File: src/rtl/serial_frame_arbiter.sv
// ============================================================================
// Module   : serial_frame_arbiter
// Purpose  : Round-robin arbiter for 4 requesters that frames each granted
//            payload onto one serial line and waits for a downstream acknowledge.
//            Optional macro SERIAL_ARB_ACK_TIMEOUT_EN adds an acknowledge timeout.
// Revision : 1.0 - initial release
// ============================================================================
`default_nettype none

module serial_frame_arbiter #(
  parameter int NUM_REQ = 4,
  parameter int LEN_W   = 4,
  parameter int TIMEOUT = 64
) (
  input  logic                                   clk,
  input  logic                                   rst,
  input  logic [NUM_REQ-1:0]                     req,
  input  logic [NUM_REQ*LEN_W-1:0]               req_len,
  input  logic [NUM_REQ*((1<<LEN_W)-1)-1:0]      req_data,
  input  logic                                   transmitted,
  output logic [NUM_REQ-1:0]                     grant,
  output logic                                   serOut,
  output logic                                   serOutValid,
  output logic                                   busy,
  output logic                                   timeout
);

  localparam int MAX_LEN = (1 << LEN_W) - 1;
  localparam int ID_W    = $clog2(NUM_REQ);

  typedef enum logic [2:0] {
    S_IDLE     = 3'd0,
    S_START    = 3'd1,
    S_PORT     = 3'd2,
    S_COUNT    = 3'd3,
    S_DATA     = 3'd4,
    S_WAIT_ACK = 3'd5
  } state_t;

  state_t               state_q, state_d;
  logic [ID_W-1:0]      id_q, id_d;
  logic [ID_W-1:0]      last_q, last_d;
  logic [LEN_W-1:0]     len_q, len_d;
  logic [MAX_LEN-1:0]   data_q, data_d;
  logic [LEN_W-1:0]     cnt_q, cnt_d;
  logic [NUM_REQ-1:0]   grant_q, grant_d;
  logic                 ser_out_q, ser_out_d;
  logic                 ser_valid_q, ser_valid_d;
  logic                 busy_q, busy_d;
  logic                 found;
  logic [ID_W-1:0]      sel;
  logic [ID_W-1:0]      cand;

`ifdef SERIAL_ARB_ACK_TIMEOUT_EN
  localparam int TMO_W = $clog2(TIMEOUT + 1);
  logic [TMO_W-1:0]     tmo_q, tmo_d;
  logic                 timeout_q, timeout_d;
`endif

  always_comb begin
    state_d   = state_q;
    id_d      = id_q;
    last_d    = last_q;
    len_d     = len_q;
    data_d    = data_q;
    cnt_d     = cnt_q;
    grant_d   = '0;
    found     = 1'b0;
    sel       = '0;
    cand      = '0;
`ifdef SERIAL_ARB_ACK_TIMEOUT_EN
    timeout_d = 1'b0;
`endif

    // Search upward from the requester after the last one granted, wrapping.
    for (int i = 0; i < NUM_REQ; i++) begin
      cand = last_q + ID_W'(i + 1);
      if (!found && req[cand]) begin
        found = 1'b1;
        sel   = cand;
      end
    end

    case (state_q)
      S_IDLE: begin
        if (found) begin
          state_d      = S_START;
          id_d         = sel;
          last_d       = sel;
          len_d        = req_len[sel*LEN_W +: LEN_W];
          data_d       = req_data[sel*MAX_LEN +: MAX_LEN];
          grant_d[sel] = 1'b1;
        end
      end
      S_START: begin
        state_d = S_PORT;
        cnt_d   = LEN_W'(ID_W - 1);
      end
      S_PORT: begin
        if (cnt_q == '0) begin
          state_d = S_COUNT;
          cnt_d   = LEN_W'(LEN_W - 1);
        end else begin
          cnt_d = cnt_q - 1'b1;
        end
      end
      S_COUNT: begin
        if (cnt_q == '0) begin
          state_d = (len_q == '0) ? S_WAIT_ACK : S_DATA;
          cnt_d   = len_q - 1'b1;
        end else begin
          cnt_d = cnt_q - 1'b1;
        end
      end
      S_DATA: begin
        if (cnt_q == '0) begin
          state_d = S_WAIT_ACK;
        end else begin
          cnt_d = cnt_q - 1'b1;
        end
      end
      S_WAIT_ACK: begin
        if (transmitted) begin
          state_d = S_IDLE;
        end
`ifdef SERIAL_ARB_ACK_TIMEOUT_EN
        else if (tmo_q == TMO_W'(TIMEOUT - 1)) begin
          state_d   = S_IDLE;
          timeout_d = 1'b1;
        end
`endif
      end
      default: state_d = S_IDLE;
    endcase

    // Outputs are registered, so they are derived from the upcoming state.
    case (state_d)
      S_START: ser_out_d = 1'b0;
      S_PORT:  ser_out_d = id_d[cnt_d[0]];
      S_COUNT: ser_out_d = len_d[cnt_d[1:0]];
      S_DATA:  ser_out_d = data_d[cnt_d];
      default: ser_out_d = 1'b1;
    endcase
    ser_valid_d = (state_d == S_START) || (state_d == S_PORT) ||
                  (state_d == S_COUNT) || (state_d == S_DATA);
    busy_d      = (state_d != S_IDLE);
  end

  always_ff @(posedge clk) begin
    if (rst) begin
      state_q     <= S_IDLE;
      id_q        <= '0;
      last_q      <= ID_W'(NUM_REQ - 1);
      len_q       <= '0;
      data_q      <= '0;
      cnt_q       <= '0;
      grant_q     <= '0;
      ser_out_q   <= 1'b1;
      ser_valid_q <= 1'b0;
      busy_q      <= 1'b0;
    end else begin
      state_q     <= state_d;
      id_q        <= id_d;
      last_q      <= last_d;
      len_q       <= len_d;
      data_q      <= data_d;
      cnt_q       <= cnt_d;
      grant_q     <= grant_d;
      ser_out_q   <= ser_out_d;
      ser_valid_q <= ser_valid_d;
      busy_q      <= busy_d;
    end
  end

`ifdef SERIAL_ARB_ACK_TIMEOUT_EN
  always_comb begin
    tmo_d = '0;
    if (state_q == S_WAIT_ACK && state_d == S_WAIT_ACK) begin
      tmo_d = tmo_q + 1'b1;
    end
  end

  always_ff @(posedge clk) begin
    if (rst) begin
      tmo_q     <= '0;
      timeout_q <= 1'b0;
    end else begin
      tmo_q     <= tmo_d;
      timeout_q <= timeout_d;
    end
  end

  assign timeout = timeout_q;
`else
  logic unused_timeout;
  assign unused_timeout = ^TIMEOUT;
  assign timeout        = 1'b0;
`endif

  assign grant       = grant_q;
  assign serOut      = ser_out_q;
  assign serOutValid = ser_valid_q;
  assign busy        = busy_q;

endmodule

`default_nettype wire
File: config.mk
export PLATFORM = sky130hd
export DESIGN_NAME = serial_frame_arbiter
export DESIGN_NICKNAME = d
export VERILOG_FILES = /design/src/rtl/serial_frame_arbiter.sv
export SDC_FILE = /design/constraint.sdc
export NUM_CORES = 1
export LEC_CHECK = 0
export CAP_MARGIN = 20
export CELL_PAD_IN_SITES_DETAIL_PLACEMENT = 1
export CELL_PAD_IN_SITES_GLOBAL_PLACEMENT = 1
export CORE_ASPECT_RATIO = 1.75
export CORE_MARGIN = 2
export CORE_UTILIZATION = 45
export CTS_BUF_LIST = sky130_fd_sc_hd__clkbuf_4 sky130_fd_sc_hd__clkbuf_8 sky130_fd_sc_hd__clkbuf_16
export CTS_CLUSTER_SIZE = 12
export DETAILED_ROUTE_END_ITERATION = 8
export DONT_BUFFER_PORTS = 1
export MAX_ROUTING_LAYER = met4
export PLACE_DENSITY_LB_ADDON = 0.1
export SLEW_MARGIN = 20
export SYNTH_ARGS = -nofsm -noshare
export SYNTH_HDL_FRONTEND = slang
export SYNTH_SLANG_ARGS = --single-unit
File: constraint.sdc
create_clock -name clk -period 8.11 [get_ports clk]
set_input_delay 1.622 -clock clk [delete_from_list [all_inputs] [get_ports clk]]
set_output_delay 1.622 -clock clk [all_outputs]
set_load 0.02 [all_outputs]
==> results of run 1 <==
kinds of logic after synthesis:
logic type | synth area share (%)
other | 0.1395
buffers and inverters | 7.771
xor gates and xnor gates | 0.6516
DFF | 27.55
AOI/OAI and AO/OA | 25.69
and+or+nand+nor | 20.71
adders and majority gates | 1.861
muxes | 15.64
power by group through the flow:
stage               sequential (mW)  clock, mW  combinational [mW]
floorplan                     0.285          0               0.529
global placement              0.314          0               0.610
detailed placement            0.317          0               0.622
CTS                           0.313      0.141               0.626
global route                  0.322      0.147               0.690
finish                        0.312      0.137               0.622
layer usage:
metal	vias to the layer above	wire, um	global-route usage [%]
met5	-	0	-
li1	1157	-	-
met3	12	293	3.386
met2	70	4215	44.16
met1	1177	2939	26.19
met4	0	161	10.63
registers in the layout, indices dropped and copies added (netlist names):
name	count
grant	4
len_q	4
serOutValid	1
state_q	3
cnt_q	4
busy	1
serOut	1
id_q	2
last_q	2
data_q	15
Yosys cell counts (3+ instances only):
master	instances	area [um2]
a311oi_1	3	26.28
ha_1	4	50.05
buf_2	7	35.03
a31oi_1	3	18.77
o211ai_1	5	37.54
mux2i_1	21	210.2
nand2b_1	6	37.54
inv_1	11	41.29
a2111oi_0	3	26.28
nor3_1	13	65.06
o21ai_0	6	30.03
o21ai_1	3	15.01
nand2_1	37	138.9
nand3_1	3	15.01
buf_6	4	45.04
a221oi_1	4	35.03
a21oi_1	23	115.1
dfxtp_1	37	740.7
nor2b_1	8	50.05
a211oi_1	6	45.04
mux4_2	6	135.1
and2_1	3	18.77
o22ai_1	6	37.54
o221ai_1	4	35.03
buf_4	6	45.04
nor2_1	29	108.9
clkbuf_1	5	18.77
per-stage QoR:
stage | area (um2) | hold WS (ps)
floorplan | 2689 | 435.7
global placement | 2650 | 437.0
detailed placement | 2650 | 445.0
CTS | 2740 | 455.1
global route | 2740 | 484.8
finish | 2740 | 452.6
area by class of cell:
cell class | count | area share, %
multi-input cells | 247 | 63.79
flip-flops and latches | 37 | 27.03
well taps | 78 | 3.562
clock buffers | 7 | 3.288
inverters | 11 | 1.507
repair buffers | 3 | 0.8219
final timing paths:
| path | startpoint | end | cells after the start | slack [ps] |
|---|---|---|---|---|
| setup reg to reg | cnt_q[0] | serOut | 14 | 4790 |
| setup / recovery | req[0] | serOut | 7 | 4300 |
| hold reg to reg | id_q[1] | id_q[1] | 2 | 450 |
| hold / removal | id_q[1] | id_q[1] | 2 | 450 |
critical path, stage by stage:
cell	delay, ps
o21ai_2	180
o221a_1	850
mux4_2	410
mux2i_1	230
nor3_1	70
a2111oi_0	480
o41ai_1	130
==> reports/summary.log, run 1 <==
[global_routing] Congestion Overflow GR 0
[logic_synthesis] syn_area_per_cell 8.429 um2
[critical_path] maximum fanout along the worst path 19
[logic_synthesis] count of flip-flops with a built-in enable after synthesis 0
[die] number of primary I/O pins 91
[sta] max frequency 262.1 MHz
[cells_and_area] Cell Count, Final, Fillers Out 383
[clocking] Worst-path clk slew 70 ps
[global_routing] global-route wire length before repair 12280 um
[sta] remaining max-slew budget at the tightest pin 35.74%
[cells_and_area] area of the multi-input gates 0.001748 mm2
[clocking] number of buffers on the longest clock path 2
[clocking] # resized after CTS 0
[global_routing] vias in the first global route 2450
[cells_and_area] top library cells by usage in the layout, fill and taps aside 37 x nand2_1, 37 x dfxtp_1, 29 x nor2_1, 23 x a21oi_1, 21 x mux2i_1
[clocking] number of H-tree levels 2
[place] count of placed standard cells including taps 376
[clocking] number of buffers added to fix hold violations after cts 0
[cells_and_area] area added between synthesis and finish 1.908%
[power_and_ir_drop] total power per unit cell area 390.6 mW/mm2
[place] pre-CTS setup slack 3997 ps
[die] die footprint 0.006634 mm2
[cells_and_area] Sequential cell area 740.7 um2
[die] Std-Cell Rows 37
[power_and_ir_drop] fraction of power consumed by combinational cells 58.1%
[place] # port buffers 0
[die] die boundary width 62.43 um
[sta] # setup viols final 0
[min_path] Hold Crit Class flop to flop
[drt] number of nets with antenna violations after routing 0
[run] number of violations of the max-capacitance limit 0
[clocking] clock sink count 37
[logic_synthesis] Synth Flop Type dfxtp_1
[power_and_ir_drop] portion of total power attributed to sequential cells 29.1%
[power_and_ir_drop] static power due to leakage 1.060 nW
[drt] routed length per instance 19.87 um
[critical_path] CP Data Arrival Time 3980 ps
[global_routing] total global routing track utilization 24.37%
[logic_synthesis] flip-flop and latch count after synthesis 37
[logic_synthesis] part of the Yosys area used for sequential elements 27.55%
[power_and_ir_drop] Clk network pwr share 12.8%
[sta] setup repair after global routing missed its margin no
[cells_and_area] Util after Layout 46.98%
[cells_and_area] layout cell share with drive strength beyond 1 9.508%
[sta] clock period minus final worst setup slack 3815 ps
[sta] summed negative setup slack over all endpoints 0 ps
[sta] transition at the pin with the smallest max-transition slack 963.9 ps
[critical_path] required arrival time at the worst endpoint 8280 ps
[drt] total DRC errors in the routed layout 0
[power_and_ir_drop] switching share of power 46.85%
[status] outcome complete, no violations
[die] starting density of the core 46.10%
[power_and_ir_drop] PnR Total Power 1.070 mW
[clocking] TritonCTS clock tree built
[clocking] clock insertion delay at the later pin of the skew report 300 ps
[sta] worst path setup slack after routing 4295 ps
[critical_path] category of the worst setup path launch point primary input
[clocking] TritonCTS Buffers 5
[place] Final HPWL DP 5853 um
[cells_and_area] number of inserted filler cells in the final layout 733
[power_and_ir_drop] maximum vdd drop 247.9 uV
[cells_and_area] Final Net Count 392
[logic_synthesis] post-synthesis cell count 319
[cells_and_area] count of antenna diodes in the layout 0
[global_routing] initial antenna violation count 0
[power_and_ir_drop] P_int 0.5689 mW
[logic_synthesis] fraction of registers with async set or reset after synthesis 0%
[drt] Total Wirelength 7610 um
[sta] share of the clock period used by the worst path 47.04%
[die] CORE AREA 0.005833 mm2
[drt] detailed-route via count 2416
[clocking] clock tree root driver cell clkbuf_8
[drt] DRT Pass-1 Iters 4
[sta] final slew viol count 0
[logic_synthesis] Distinct cells, synth 67
[drt] Vias/cell 6.308
[power_and_ir_drop] P_sw 0.5014 mW
[die] Vert. Die Dim 106.3 um
[place] routability cong. 0.7984
[logic_synthesis] Post-Synthesis Cell Area 0.002689 mm2
[sta] Hold Fails Final Rpt 0
[sta] Max Clock Skew 1.685 ps
[critical_path] kind of end point of the critical path flop
[global_routing] maximum number of pins on one net before global-route repair 36
[logic_synthesis] nets in the synthesized netlist 406
[drt] number of DRC markers after the initial detailed-route iteration 84
[clocking] total setup buffers inserted after CTS 0
[critical_path] Worst Setup Path Type primary input to flop
[logic_synthesis] number of warning messages in the yosys log 0
No activity file was read; power rests on OpenSTA's default activity.
==> run 2, diff against run 1 <==
Settings changed: CORE_UTILIZATION 45 to 42.
Clock period 8.11 ns to 3.4 ns, I/O delays scaled along.
==> run 2 against run 1 <==
Die area up 6.8%. Total power rose by 150%. Critical path type is now flop to flop. Hold slack got worse by 5.3 ps. Clock-buffer cell count decreased by 2. Clock skew is 7.8 ps higher. Largest cell class unchanged. Sequential share of layout area shrank 0.91 points. Register-to-register slack got worse by 4500 ps. Sequential cell count unchanged. Sequential power up 140%.
==> reports/summary.log, run 2 (synthesis results as in run 1) <==
[run] number of violations of the max-capacitance limit 0
[critical_path] category of the worst setup path launch point flop
[clocking] TritonCTS Buffers 5
[global_routing] vias in the first global route 2619
[cells_and_area] register with the most flip-flops data_q
[critical_path] required arrival time at the worst endpoint 3590 ps
[die] starting density of the core 43.50%
[die] number of primary I/O pins 91
[sta] max frequency 322.9 MHz
[global_routing] global-route wire length before repair 12500 um
[sta] clock period minus final worst setup slack 3097 ps
[place] Final HPWL DP 6212 um
[die] Vert. Die Dim 109.8 um
[cells_and_area] Final Net Count 404
[power_and_ir_drop] static power due to leakage 1.116 nW
[drt] number of DRC markers after the initial detailed-route iteration 121
[sta] final slew viol count 0
[cells_and_area] layout cell share with drive strength beyond 1 13.21%
[status] outcome complete, no violations
[die] CORE AREA 0.006181 mm2
[cells_and_area] area added between synthesis and finish 5.444%
[clocking] number of buffers on the longest clock path 2
[cells_and_area] flip-flop count of the largest register after layout 15
[critical_path] kind of end point of the critical path flop
[sta] summed negative setup slack over all endpoints 0 ps
[power_and_ir_drop] maximum vdd drop 423.8 uV
[drt] Vias/cell 6.173
[sta] # setup viols final 0
[clocking] number of H-tree levels 2
[drt] DRT Pass-1 Iters 4
[sta] share of the clock period used by the worst path 91.10%
[global_routing] total global routing track utilization 23.49%
[drt] total DRC errors in the routed layout 0
[power_and_ir_drop] PnR Total Power 2.660 mW
[drt] detailed-route via count 2457
[sta] setup repair after global routing missed its margin no
[sta] transition at the pin with the smallest max-transition slack 680.6 ps
[drt] Total Wirelength 7839 um
[critical_path] Worst Setup Path Type flop to flop
[sta] Hold Fails Final Rpt 0
[drt] number of nets with antenna violations after routing 0
[place] routability cong. 0.8536
[die] die footprint 0.007083 mm2
[min_path] Hold Crit Class primary input to flop
[clocking] Worst-path clk slew 80 ps
[cells_and_area] top library cells by usage in the layout, fill and taps aside 37 x nand2_1, 37 x dfxtp_1, 29 x nor2_1, 23 x a21oi_1, 21 x mux2i_1
[drt] routed length per instance 19.70 um
[power_and_ir_drop] total power per unit cell area 938.4 mW/mm2
[global_routing] initial antenna violation count 0
[critical_path] maximum fanout along the worst path 8
[sta] worst hold slack across all endpoints 447.3 ps
[place] # port buffers 0
[global_routing] Congestion Overflow GR 0
[clocking] clock sink count 37
[cells_and_area] number of inserted filler cells in the final layout 777
[clocking] clock tree root driver cell clkbuf_8
[cells_and_area] Util after Layout 45.87%
[clocking] number of buffers added to fix hold violations after cts 0
[clocking] clock insertion delay at the later pin of the skew report 300 ps
[die] die boundary width 64.49 um
[sta] remaining max-slew budget at the tightest pin 54.35%
[global_routing] maximum number of pins on one net before global-route repair 36
[critical_path] CP Data Arrival Time 3290 ps
[cells_and_area] count of antenna diodes in the layout 0
[sta] Max Clock Skew 9.479 ps
[die] Std-Cell Rows 38
[clocking] TritonCTS clock tree built
## run 2: worst paths after layout
path / start / depth (start not counted) / slack (ps) / end
worst max-delay path: cnt_q[0] / 14 / 300 / serOut
worst min-delay path: rst / 1 / 450 / len_q[0]
worst max register to register: cnt_q[0] / 14 / 300 / serOut
worst min register to register: data_q[3] / 2 / 450 / data_q[3]
## run 2: layout make-up
| cell class | count | area [um2] | area share, % |
|---|---|---|---|
| tap | 80 | 100.1 | 3.530 |
| clock inverter | 3 | 17.52 | 0.6178 |
| multi-input combinational | 247 | 1754 | 61.87 |
| timing repair buffer | 15 | 112.6 | 3.972 |
| inverter | 11 | 41.29 | 1.456 |
| sequential | 37 | 740.7 | 26.13 |
| clock buffer | 5 | 68.82 | 2.427 |
## run 2: metrics by stage
step                      instances  worst slack (ps)  instance area, um2
after floorplan                 319             697.3                2689
after global routing            398             8.312                2835
after CTS                       396             154.1                2814
final                           398             302.7                2835
after detailed placement        388             171.0                2728
after global placement          388             310.4                2728
## run 2: layer usage
layer,part of all wire (%),vias to the layer above,global-route usage [%]
li1,-,1178,-
met1,39,1201,24.76
met2,56,62,44.27
met3,3.0,16,2.559
met4,2.2,0,9.119
met5,0,-,-
## run 2: timing repair
| item | 4_1_cts | 5_1_grt |
|---|---|---|
| buffers inserted | 0 | 2 |
| endpoints found under the setup margin | 0 | 1 |
| resized for setup | 0 | 1 |
## run 2: power by group
group	internal, mW	switching, mW
clock network	0.142	0.166
registers	0.580	0.155
logic	0.703	0.915
## run 2: worst max-delay path: stages (launching register included)
cell and delay, ps:
dfxtp_1 330, inv_1 120, ha_1 270, nor3b_4 360, inv_1 130, ha_1 290
nand2_1 70, o211ai_1 90, o211ai_1 110, buf_4 190, a21o_1 100, a221oi_1 40
a2111oi_0 430, nor4_1 130, o41ai_1 340
